[config.mk]
export PLATFORM = sky130hd
export DESIGN_NAME = seq_div_4bit
export DESIGN_NICKNAME = d
export VERILOG_FILES = /design/src/rtl/seq_div_4bit.sv
export SDC_FILE = /design/constraint.sdc
export NUM_CORES = 1
export LEC_CHECK = 0
export CAP_MARGIN = 40
export CORE_MARGIN = 2
export CORE_UTILIZATION = 45
export DETAILED_ROUTE_END_ITERATION = 8
export GPL_ROUTABILITY_DRIVEN = 1
export PLACE_DENSITY = 0.77
export SLEW_MARGIN = 40
export SYNTH_ARGS = -nofsm -noshare
export SYNTH_HDL_FRONTEND = slang
export SYNTH_SLANG_ARGS = --single-unit
[constraint.sdc]
create_clock -name clk -period 3.9 [get_ports clk]
set_clock_uncertainty 0.1 [all_clocks]
set_input_delay 0.78 -clock clk [delete_from_list [all_inputs] [get_ports clk]]
set_output_delay 0.78 -clock clk [all_outputs]
set_load 0.1 [all_outputs]
[src/rtl/seq_div_4bit.sv]
// Sequential restoring divider: one shift-subtract iteration per clock,
// with a start/busy/done handshake toward the arithmetic-unit controller.
module seq_div_4bit #(
  parameter int N = 4
) (
  input  logic         clk,
  input  logic         rst_n,
  input  logic         start,
  input  logic [N-1:0] dividend,
  input  logic [N-1:0] divisor,
  output logic         busy,
  output logic         done,
  output logic [N-1:0] quotient,
  output logic [N-1:0] remainder,
  output logic         div_by_zero
);

  localparam int CW = $clog2(N);
  localparam logic [CW-1:0] LAST = CW'(N - 1);

  typedef enum logic [1:0] {IDLE, CALC, DONE} state_t;

  state_t         state_q, state_d;
  logic [N-1:0]   q_q, q_d;
  logic [N-1:0]   r_q, r_d;
  logic [N-1:0]   d_q, d_d;
  logic [CW-1:0]  cnt_q, cnt_d;
  logic [N-1:0]   quotient_q, quotient_d;
  logic [N-1:0]   remainder_q, remainder_d;
  logic           dbz_q, dbz_d;
  logic [N:0]     r_shift;
  logic           fits;

  always_ff @(posedge clk or negedge rst_n) begin
    if (!rst_n) begin
      state_q <= IDLE;
    end else begin
      state_q <= state_d;
    end
  end

  always_ff @(posedge clk or negedge rst_n) begin
    if (!rst_n) begin
      q_q         <= '0;
      r_q         <= '0;
      d_q         <= '0;
      cnt_q       <= '0;
      quotient_q  <= '0;
      remainder_q <= '0;
      dbz_q       <= 1'b0;
    end else begin
      q_q         <= q_d;
      r_q         <= r_d;
      d_q         <= d_d;
      cnt_q       <= cnt_d;
      quotient_q  <= quotient_d;
      remainder_q <= remainder_d;
      dbz_q       <= dbz_d;
    end
  end

  always_comb begin
    state_d = state_q;
    case (state_q)
      IDLE: begin
        if (start) begin
          state_d = (divisor == '0) ? DONE : CALC;
        end
      end
      CALC: begin
        if (cnt_q == LAST) begin
          state_d = DONE;
        end
      end
      DONE:    state_d = IDLE;
      default: state_d = IDLE;
    endcase
  end

  // The partial remainder always stays below the divisor, so it fits in N
  // bits; only the shifted value needs the extra bit for the comparison.
  always_comb begin
    q_d         = q_q;
    r_d         = r_q;
    d_d         = d_q;
    cnt_d       = cnt_q;
    quotient_d  = quotient_q;
    remainder_d = remainder_q;
    dbz_d       = dbz_q;
    r_shift     = {r_q, q_q[N-1]};
    fits        = (r_shift >= {1'b0, d_q});
    case (state_q)
      IDLE: begin
        if (start) begin
          q_d   = dividend;
          r_d   = '0;
          d_d   = divisor;
          cnt_d = '0;
          if (divisor == '0) begin
            quotient_d  = '1;
            remainder_d = dividend;
            dbz_d       = 1'b1;
          end
        end
      end
      CALC: begin
        q_d   = {q_q[N-2:0], fits};
        r_d   = fits ? (r_shift[N-1:0] - d_q) : r_shift[N-1:0];
        cnt_d = cnt_q + CW'(1);
        if (cnt_q == LAST) begin
          quotient_d  = q_d;
          remainder_d = r_d;
          dbz_d       = 1'b0;
          cnt_d       = '0;
        end
      end
      default: ;
    endcase
  end

  always_comb begin
    busy        = (state_q == CALC);
    done        = (state_q == DONE);
    quotient    = quotient_q;
    remainder   = remainder_q;
    div_by_zero = dbz_q;
  end

endmodule

Word-level counts from Yosys, hierarchy flattened
Index checks and enable logic that the tools add are counted.
{ "word_totals": {"regBits": 25, "input_bits": 11, "elab_cells": 48} }
{ "classes": {"addsub": 2, "magnitude_cmp": 1, "n_eq_ne": 6, "mux": 24, "n_reduce_logical": 7} }
{ "ops": {"columns": ["op", "count"], "rows": [
  ["$mux 4", 9],
  ["$pmux 4 s2", 4],
  ["$mux 2", 5],
  ["$pmux 2 s2", 2],
  ["$reduce_and 2->1", 3],
  ["$ge 5x4->1", 1],
  ["$eq 2x2->1 const B", 2],
  ["$logic_not 4->1", 1],
  ["$ne 2x2->1 const B", 2],
  ["$reduce_and 4->1", 1],
  ["$sub 4x4->4", 1],
  ["$mux 1", 3],
  ["$add 2x1->2 const B", 1],
  ["$eq 2x1->1 const B", 1],
  ["$logic_not 2->1", 1],
  ["$ne 2x1->1 const B", 1],
  ["$pmux 1 s2", 1],
  ["$reduce_bool 2->1", 1]
]} }

Depth between registers and ports, before layout
Gate-level depths: netlist (run 1).
{ "logic_depth": {"ltp_word": 4, "mapped_depth": 7, "depth_no_buf": 6} }

Worst setup path before layout (run 1)
Ideal clock, no wire load.
{ "synth_timing": {"path_kind": "reg-to-output", "from": "register state_q[1]", "to": "output port done", "arrival_ns": 1.772, "required_time_ns": 3.020, "path_slack_ns": 1.248, "path_stages_with_launch": 3, "path_buffers": 0, "path_cell_list": "dfrtp_1 > inv_1 > nor2_1"} }
{ "synth_via": {"elab_chain_len": 1} }
{ "synth_lines": {"columns": ["item", "line", "rtl"], "rows": [
  ["from (decl)", "23", "state_t state_q, state_d;"],
  ["from (signal assigned)", "38", "state_q <= state_d;"],
  ["$eq 2x2->1", "123", "done = (state_q == DONE);"],
  ["to (decl)", "12", "output logic done,"]
]} }
Every way passes these cells.

Worst setup path in the final report (run 1)
{ "layout_timing": {"from": "register state_q[0]", "to": "output port busy"} }
{ "layout_via": {"elab_chain_len": 1} }
{ "layout_lines": {"columns": ["item", "line", "rtl"], "rows": [
  ["$eq 2x1->1", "122", "busy = (state_q == CALC);"],
  ["to (decl)", "11", "output logic busy,"]
]} }
Every way passes these cells.

==> results by group, run 1 <==
Outcome
  • Failing checks: DRC
  • Status: complete, but fails checks

Run
  • Max Cap Viol: 0

Placed design
  • Routability cong.: around 0.80
  • Worst slack, placed: ~1500 ps
  • Placed Cells: ~180
  • Final HPWL DP: around 2300 um
  • IO buf count: 21

Setup path
  • FF-to-FF setup slack: just under 2000 ps
  • Worst stage delay on the critical path: around 580 ps
  • WS Path Type: flip-flop to primary output
  • WP data required: 3020 ps
  • Largest delay contributor family on the critical path: buffers and inverters
  • Reg-to-Reg Start: r_q[0]$_DFFE_PN0P_
  • Crit path capture type: primary output
  • Cell Chain, Critical Path: nand2b_1, inv_2, buf_4
  • Crit start category: flip-flop
  • Worst R2R End: remainder[0]$_DFFE_PN0P_
  • CP max FO: 11
  • Worst path slowest cell: dfrtp_1
  • R2R cell count: 5
  • Buf/Inv on CP: 2
  • CP Data Arrival Time: roughly 1900 ps

Clock tree
  • Clk buf depth: 2
  • Num CTS Buffers: 3
  • Resized cells post-CTS: 0
  • # clock sinks: 25
  • Hold_buf cts: 0
  • CTS tree: yes
  • Clk pin slew, worst setup/hold paths: 150 ps
  • Clock latency on the worst-skew pair: 320 ps
  • H-tree levels: 1
  • Post-CTS setup buffer count: 0
  • CTS root buf: clkbuf_4

Floorplan
  • Die height: around 59 um
  • Die Width: a little under 60 um
  • Initial Util: 0.481
  • Die Footprint: 0.00345 mm^2
  • Core Box Area: approximately 0.0028 mm^2
  • Boundary pin count: 22
  • Core Rows: 19

Final layout
  • Non-filler instance count after layout: roughly 180
  • Fill cell count: 253
  • Layout cell share with drive strength beyond 1: 0.196
  • Layout net count: between 150 and 200
  • Most frequent cells in the layout: dfrtp_1, nand2_1, buf_2
  • Area growth syn-to-layout: 13.4%
  • ANT cells: 0
  • Commonest non-fill, non-tap cell in the layout: dfrtp_1

Detailed routing
  • DRT Pass-1 Iters: 7
  • WL per Instance: approximately 17 um
  • DRT iter0 DRCs: 52
  • DRC Markers: 1
  • Total vias in the final route: 1058
  • Post-route antenna net violation count: 0
  • DRT Wirelength: roughly 3000 um
  • Vias per inst: 5.91

Synthesis
  • Synth Flop Type: dfrtp_1
  • Cell variety after synth: between 40 and 50
  • #FFs+latches synth: 25
  • Syn Nets: 144
  • Number of flops mapped to enable cells by yosys: 0
  • Synthesized cell area: approximately 0.0014 mm^2
  • Synth Warn #: 0
  • Post-Syn Area per Cell: between 10 and 15 um^2
  • Post-Syn Instances: 127
  • Async S/R FF share, synth: 1.00
  • Register area share after synthesis: 0.463

STA
  • F_max: between 0.3 and 0.4 GHz
  • Unrepaired setup endpoints after global routing: no
  • Max-slew violation total from the final report: 0
  • Final worst slack: 1160 ps
  • TNS Setup: 0 ps
  • Finish-stage setup viols: 0
  • Worst Tran Pin Value: roughly 680 ps
  • Final hold violation count: 0
  • Final Cycle Share: 0.703
  • Final min period: 2740 ps
  • Slew headroom: 0.544

Global route
  • First-pass GRT wire length: 4770 um
  • Number of antenna violations at the first check in global routing: 0
  • Grt total ovfl: 0
  • Tot GR Track Use: 0.181
  • Largest net degree at the start of global routing: 26
  • Vias in the first global route: 988

Hold path
  • Hold/Removal Path Class: input pin to async pin
## flip-flops by register name, summed over array words and instances (netlist names)
signal       flops
remainder        4
d_q              4
div_by_zero      1
quotient         4
r_q              4
q_q              4
state_q          2
cnt_q            2
## routing by layer
metal  up-vias  track usage  part of all wire
met5         -            0                 0
met4         0       0.0519            0.0068
met3         2       0.0308             0.054
met2        33        0.289              0.48
met1       523        0.255              0.46
li1        500            -                 -
## worst register-to-register path, cell delays in order (launching register included)
cell	delay, ps
dfrtp_1	450
ha_1	330
nor2b_1	170
o31a_1	310
o21ai_0	330
a41oi_2	170
## through the flow
step | hold slack (ps) | utilization | cell area [um^2]
after floorplan | 347 | - | 1350
after global placement | 364 | 0.553 | 1550
after detailed placement | 376 | 0.535 | 1500
after CTS | 332 | 0.546 | 1530
after global routing | 346 | 0.546 | 1530
final | 321 | 0.546 | 1530
## synthesized netlist by cell type, drive strengths merged (2+ instances only)
cell type | count | area share
dfrtp | 25 | 0.46
nand2 | 16 | 0.044
o21ai | 9 | 0.033
inv | 8 | 0.022
a21oi | 7 | 0.026
ha | 5 | 0.046
nor2 | 5 | 0.014
buf | 4 | 0.032
nand4 | 4 | 0.019
nor2b | 4 | 0.024
a22oi | 3 | 0.017
a41oi | 3 | 0.036
nand3 | 3 | 0.011
o21a | 3 | 0.017
o22a | 3 | 0.019
o31ai | 3 | 0.020
a22o | 2 | 0.019
a31oi | 2 | 0.0093
and2 | 2 | 0.011
and2b | 2 | 0.013
or2b | 2 | 0.011
## area by class of cell
| cell class | instances | area [um^2] | area share |
|---|---|---|---|
| clock buffers | 3 | 22.5 | 0.0147 |
| inverters | 8 | 30.0 | 0.0196 |
| well taps | 31 | 38.8 | 0.0253 |
| flip-flops and latches | 25 | 626 | 0.408 |
| repair buffers | 21 | 155 | 0.101 |
| clock inverters | 1 | 7.51 | 0.00490 |
| multi-input cells | 90 | 652 | 0.426 |
## cell families after synthesis
kind of cell,Yosys count,synth area share
AOI/OAI and AO/OA,40,0.231
xor gates and xnor gates,1,0.00649
adders and majority gates,6,0.0612
buffers and inverters,12,0.0537
DFF,25,0.463
muxes,1,0.00834
and+or+nand+nor,42,0.176
## worst max-delay path by stage
stage / end / start / cells past startpoint / slack, ps
floorplan: done / state_q[1]$_DFFE_PN0P_ / 2 / 1250
global placement: remainder[2] / remainder[2]$_DFFE_PN0P_ / 1 / 1530
detailed placement: busy / state_q[0]$_DFFE_PN0P_ / 3 / 1530
CTS: busy / state_q[0]$_DFFE_PN0P_ / 3 / 1160
global route: busy / state_q[0]$_DFFE_PN0P_ / 3 / 1030
finish: busy / state_q[0]$_DFFE_PN0P_ / 3 / 1160
Power of run 1 is left out: the tool's default activity adds up to more than one toggle a clock period on the data nets, which glitch-free logic cannot reach.
==> run 2: changes to the inputs <==
--- a/config.mk
+++ b/config.mk
@@ -10,7 +10,7 @@
 export CORE_UTILIZATION = 45
 export DETAILED_ROUTE_END_ITERATION = 8
 export GPL_ROUTABILITY_DRIVEN = 1
-export PLACE_DENSITY = 0.77
+export PLACE_DENSITY = 0.8
 export SLEW_MARGIN = 40
 export SYNTH_ARGS = -nofsm -noshare
 export SYNTH_HDL_FRONTEND = slang
==> constraint.sdc (replaced) <==
create_clock -name clk -period 2.35 [get_ports clk]
set_clock_uncertainty 0.1 [all_clocks]
set_input_delay 0.47 -clock clk [delete_from_list [all_inputs] [get_ports clk]]
set_output_delay 0.47 -clock clk [all_outputs]
set_load 0.1 [all_outputs]
==> results by group, run 2 (same netlist as run 1, synthesis figures left out) <==
Floorplan
  • Core Rows: 19 (unchanged)
  • Core Box Area: 0.00281 mm^2 (unchanged)
  • Initial Util: 0.481 (unchanged)
  • Boundary pin count: 22 (unchanged)
  • Die Width: 58.8 um (unchanged)
  • Die height: 58.8 um (unchanged)
  • Die Footprint: 0.00345 mm^2 (unchanged)

Final layout
  • Layout cell share with drive strength beyond 1: 0.199 (+0.00273)
  • Fill cell count: 241 (-4.7%)
  • Reg area: 626 um^2 (unchanged)
  • Non-filler instance count after layout: 182 (+1.7%)
  • Multi-input gate area: 652 um^2 (unchanged)
  • Most frequent cells in the layout: dfrtp_1, nand2_1, buf_4
  • Commonest non-fill, non-tap cell in the layout: dfrtp_1
  • Layout net count: 169 (+1.8%)
  • Final core occ: 0.571 (+0.0254)
  • Area growth syn-to-layout: 18.7%
  • ANT cells: 0 (unchanged)

Global route
  • Vias in the first global route: 1046 (+5.9%)
  • First-pass GRT wire length: 5090 um (+6.7%)
  • Number of antenna violations at the first check in global routing: 0 (unchanged)
  • Largest net degree at the start of global routing: 26 (unchanged)
  • Grt total ovfl: 0 (unchanged)
  • Tot GR Track Use: 0.195 (+0.0136)

Clock tree
  • # clock sinks: 25 (unchanged)
  • Clk buf depth: 2 (unchanged)
  • Clk pin slew, worst setup/hold paths: 120 ps (-30 ps)
  • Hold_buf cts: 0 (unchanged)
  • Resized cells post-CTS: 0 (unchanged)
  • H-tree levels: 1 (unchanged)
  • CTS root buf: clkbuf_4
  • Clock latency on the worst-skew pair: 310 ps (about the same)
  • CTS tree: yes
  • Post-CTS setup buffer count: 0 (unchanged)
  • Num CTS Buffers: 3 (unchanged)

STA
  • Final min period: 2040 ps
  • Max-slew violation total from the final report: 0 (unchanged)
  • Final hold violation count: 0 (unchanged)
  • TNS Setup: 0 ps (unchanged)
  • Unrepaired setup endpoints after global routing: no
  • Slew headroom: 0.692 (+0.148)
  • Final worst slack: 314 ps (-844 ps)
  • Worst Tran Pin Value: 455 ps (-225 ps)
  • Final Cycle Share: 0.866
  • F_max: 0.491 GHz
  • Finish-stage setup viols: 0 (unchanged)

Setup path
  • Crit path capture type: primary output
  • Worst path slowest cell: dfrtp_1
  • Crit start category: flip-flop
  • Buf/Inv on CP: 2 (unchanged)
  • Cell Chain, Critical Path: nand2b_1, inv_2, buf_12
  • WP data required: 1780 ps (-1240 ps)
  • Worst R2R End: remainder[3]$_DFFE_PN0P_
  • Worst stage delay on the critical path: 570 ps (about the same)
  • CP Data Arrival Time: 1470 ps (-390 ps)
  • R2R cell count: 5 (unchanged)
  • CP max FO: 11 (unchanged)
  • Reg-to-Reg Start: r_q[0]$_DFFE_PN0P_
  • WS Path Type: flip-flop to primary output
  • Largest delay contributor family on the critical path: flip-flops
  • FF-to-FF setup slack: 460 ps (-1470 ps)

Detailed routing
  • WL per Instance: 16.3 um (-1.7%)
  • DRT Pass-1 Iters: 6 (-1)
  • Total vias in the final route: 1059 (+0.095%)
  • Vias per inst: 5.82 (-1.6%)
  • DRT iter0 DRCs: 44 (-15%)
  • DRT Wirelength: 2960 um (about the same)
  • Post-route antenna net violation count: 0 (unchanged)
  • DRC Markers: 1 (unchanged)

Placed design
  • Routability cong.: 0.856 (+6.7%)
  • Worst slack, placed: 303 ps (-1230 ps)
  • Final HPWL DP: 2290 um (+1.7%)
  • Placed Cells: 178 (+1.7%)
  • IO buf count: 21 (unchanged)

Hold path
  • Hold/Removal Path Class: input pin to async pin

Outcome
  • Status: complete, but fails checks
  • Failing checks: DRC

Run
  • Max Cap Viol: 0 (unchanged)
[run 2: cell count changes in the layout (fill, tap and decap cells not counted), sizes merged]
cell	change
buf	+2
clkdlybuf4s50	+1
clkbuf	+1
clkinvlp	-1
[run 2: worst register-to-register path: stages (launching register included)]
cell	delay (ps)
dfrtp_1	440
ha_1	320
nor2b_1	160
o21a_1	170
o311ai_1	440
a31oi_1	140
[run 2: area by class of cell]
type                       instances  area share
sequential                        25       0.390
inverter                           8      0.0187
clock buffer                       4      0.0164
timing repair buffer              24       0.144
multi-input combinational         90       0.407
tap                               31      0.0242
[run 2: how the worst max path moves through the flow]
stage / cells past startpoint / endpoint / from / slack, ps
3_5_place_dp: 5 / remainder[0]$_DFFE_PN0P_ / divisor[1] / 300
2_1_floorplan: 2 / done / state_q[1]$_DFFE_PN0P_ / 8
3_3_place_gp: 5 / remainder[0]$_DFFE_PN0P_ / divisor[1] / 340
6_report: 3 / busy / state_q[0]$_DFFE_PN0P_ / 310
5_1_grt: 3 / busy / state_q[0]$_DFFE_PN0P_ / 250
4_1_cts: 3 / busy / state_q[0]$_DFFE_PN0P_ / 310
[run 2: stage by stage]
stage | hold slack (ps) | area [um^2]
after global routing | 416 | 1600
after CTS | 403 | 1600
after global placement | 367 | 1580
after detailed placement | 370 | 1580
final | 398 | 1600
after floorplan | 74.4 | 1350
[run 2: layer usage]
layer  GRT usage  part of all wire  routed length, um
met2       0.297              0.47               1390
met4      0.0682             0.021                 61
met5           0                 0                  0
met3      0.0308             0.054                159
met1       0.282              0.46               1350
Power of run 2 is left out for the same reason.
==> run 3: changes to the inputs <==
--- a/config.mk
+++ b/config.mk
@@ -8,6 +8,7 @@
 export CAP_MARGIN = 40
 export CORE_MARGIN = 2
 export CORE_UTILIZATION = 45
+export CTS_CLUSTER_SIZE = 24
 export DETAILED_ROUTE_END_ITERATION = 8
 export GPL_ROUTABILITY_DRIVEN = 1
 export PLACE_DENSITY = 0.8
==> results of run 3 <==
Final layout, timing and power as in run 2 (identical DEF).
Power of run 3 is left out for the same reason.
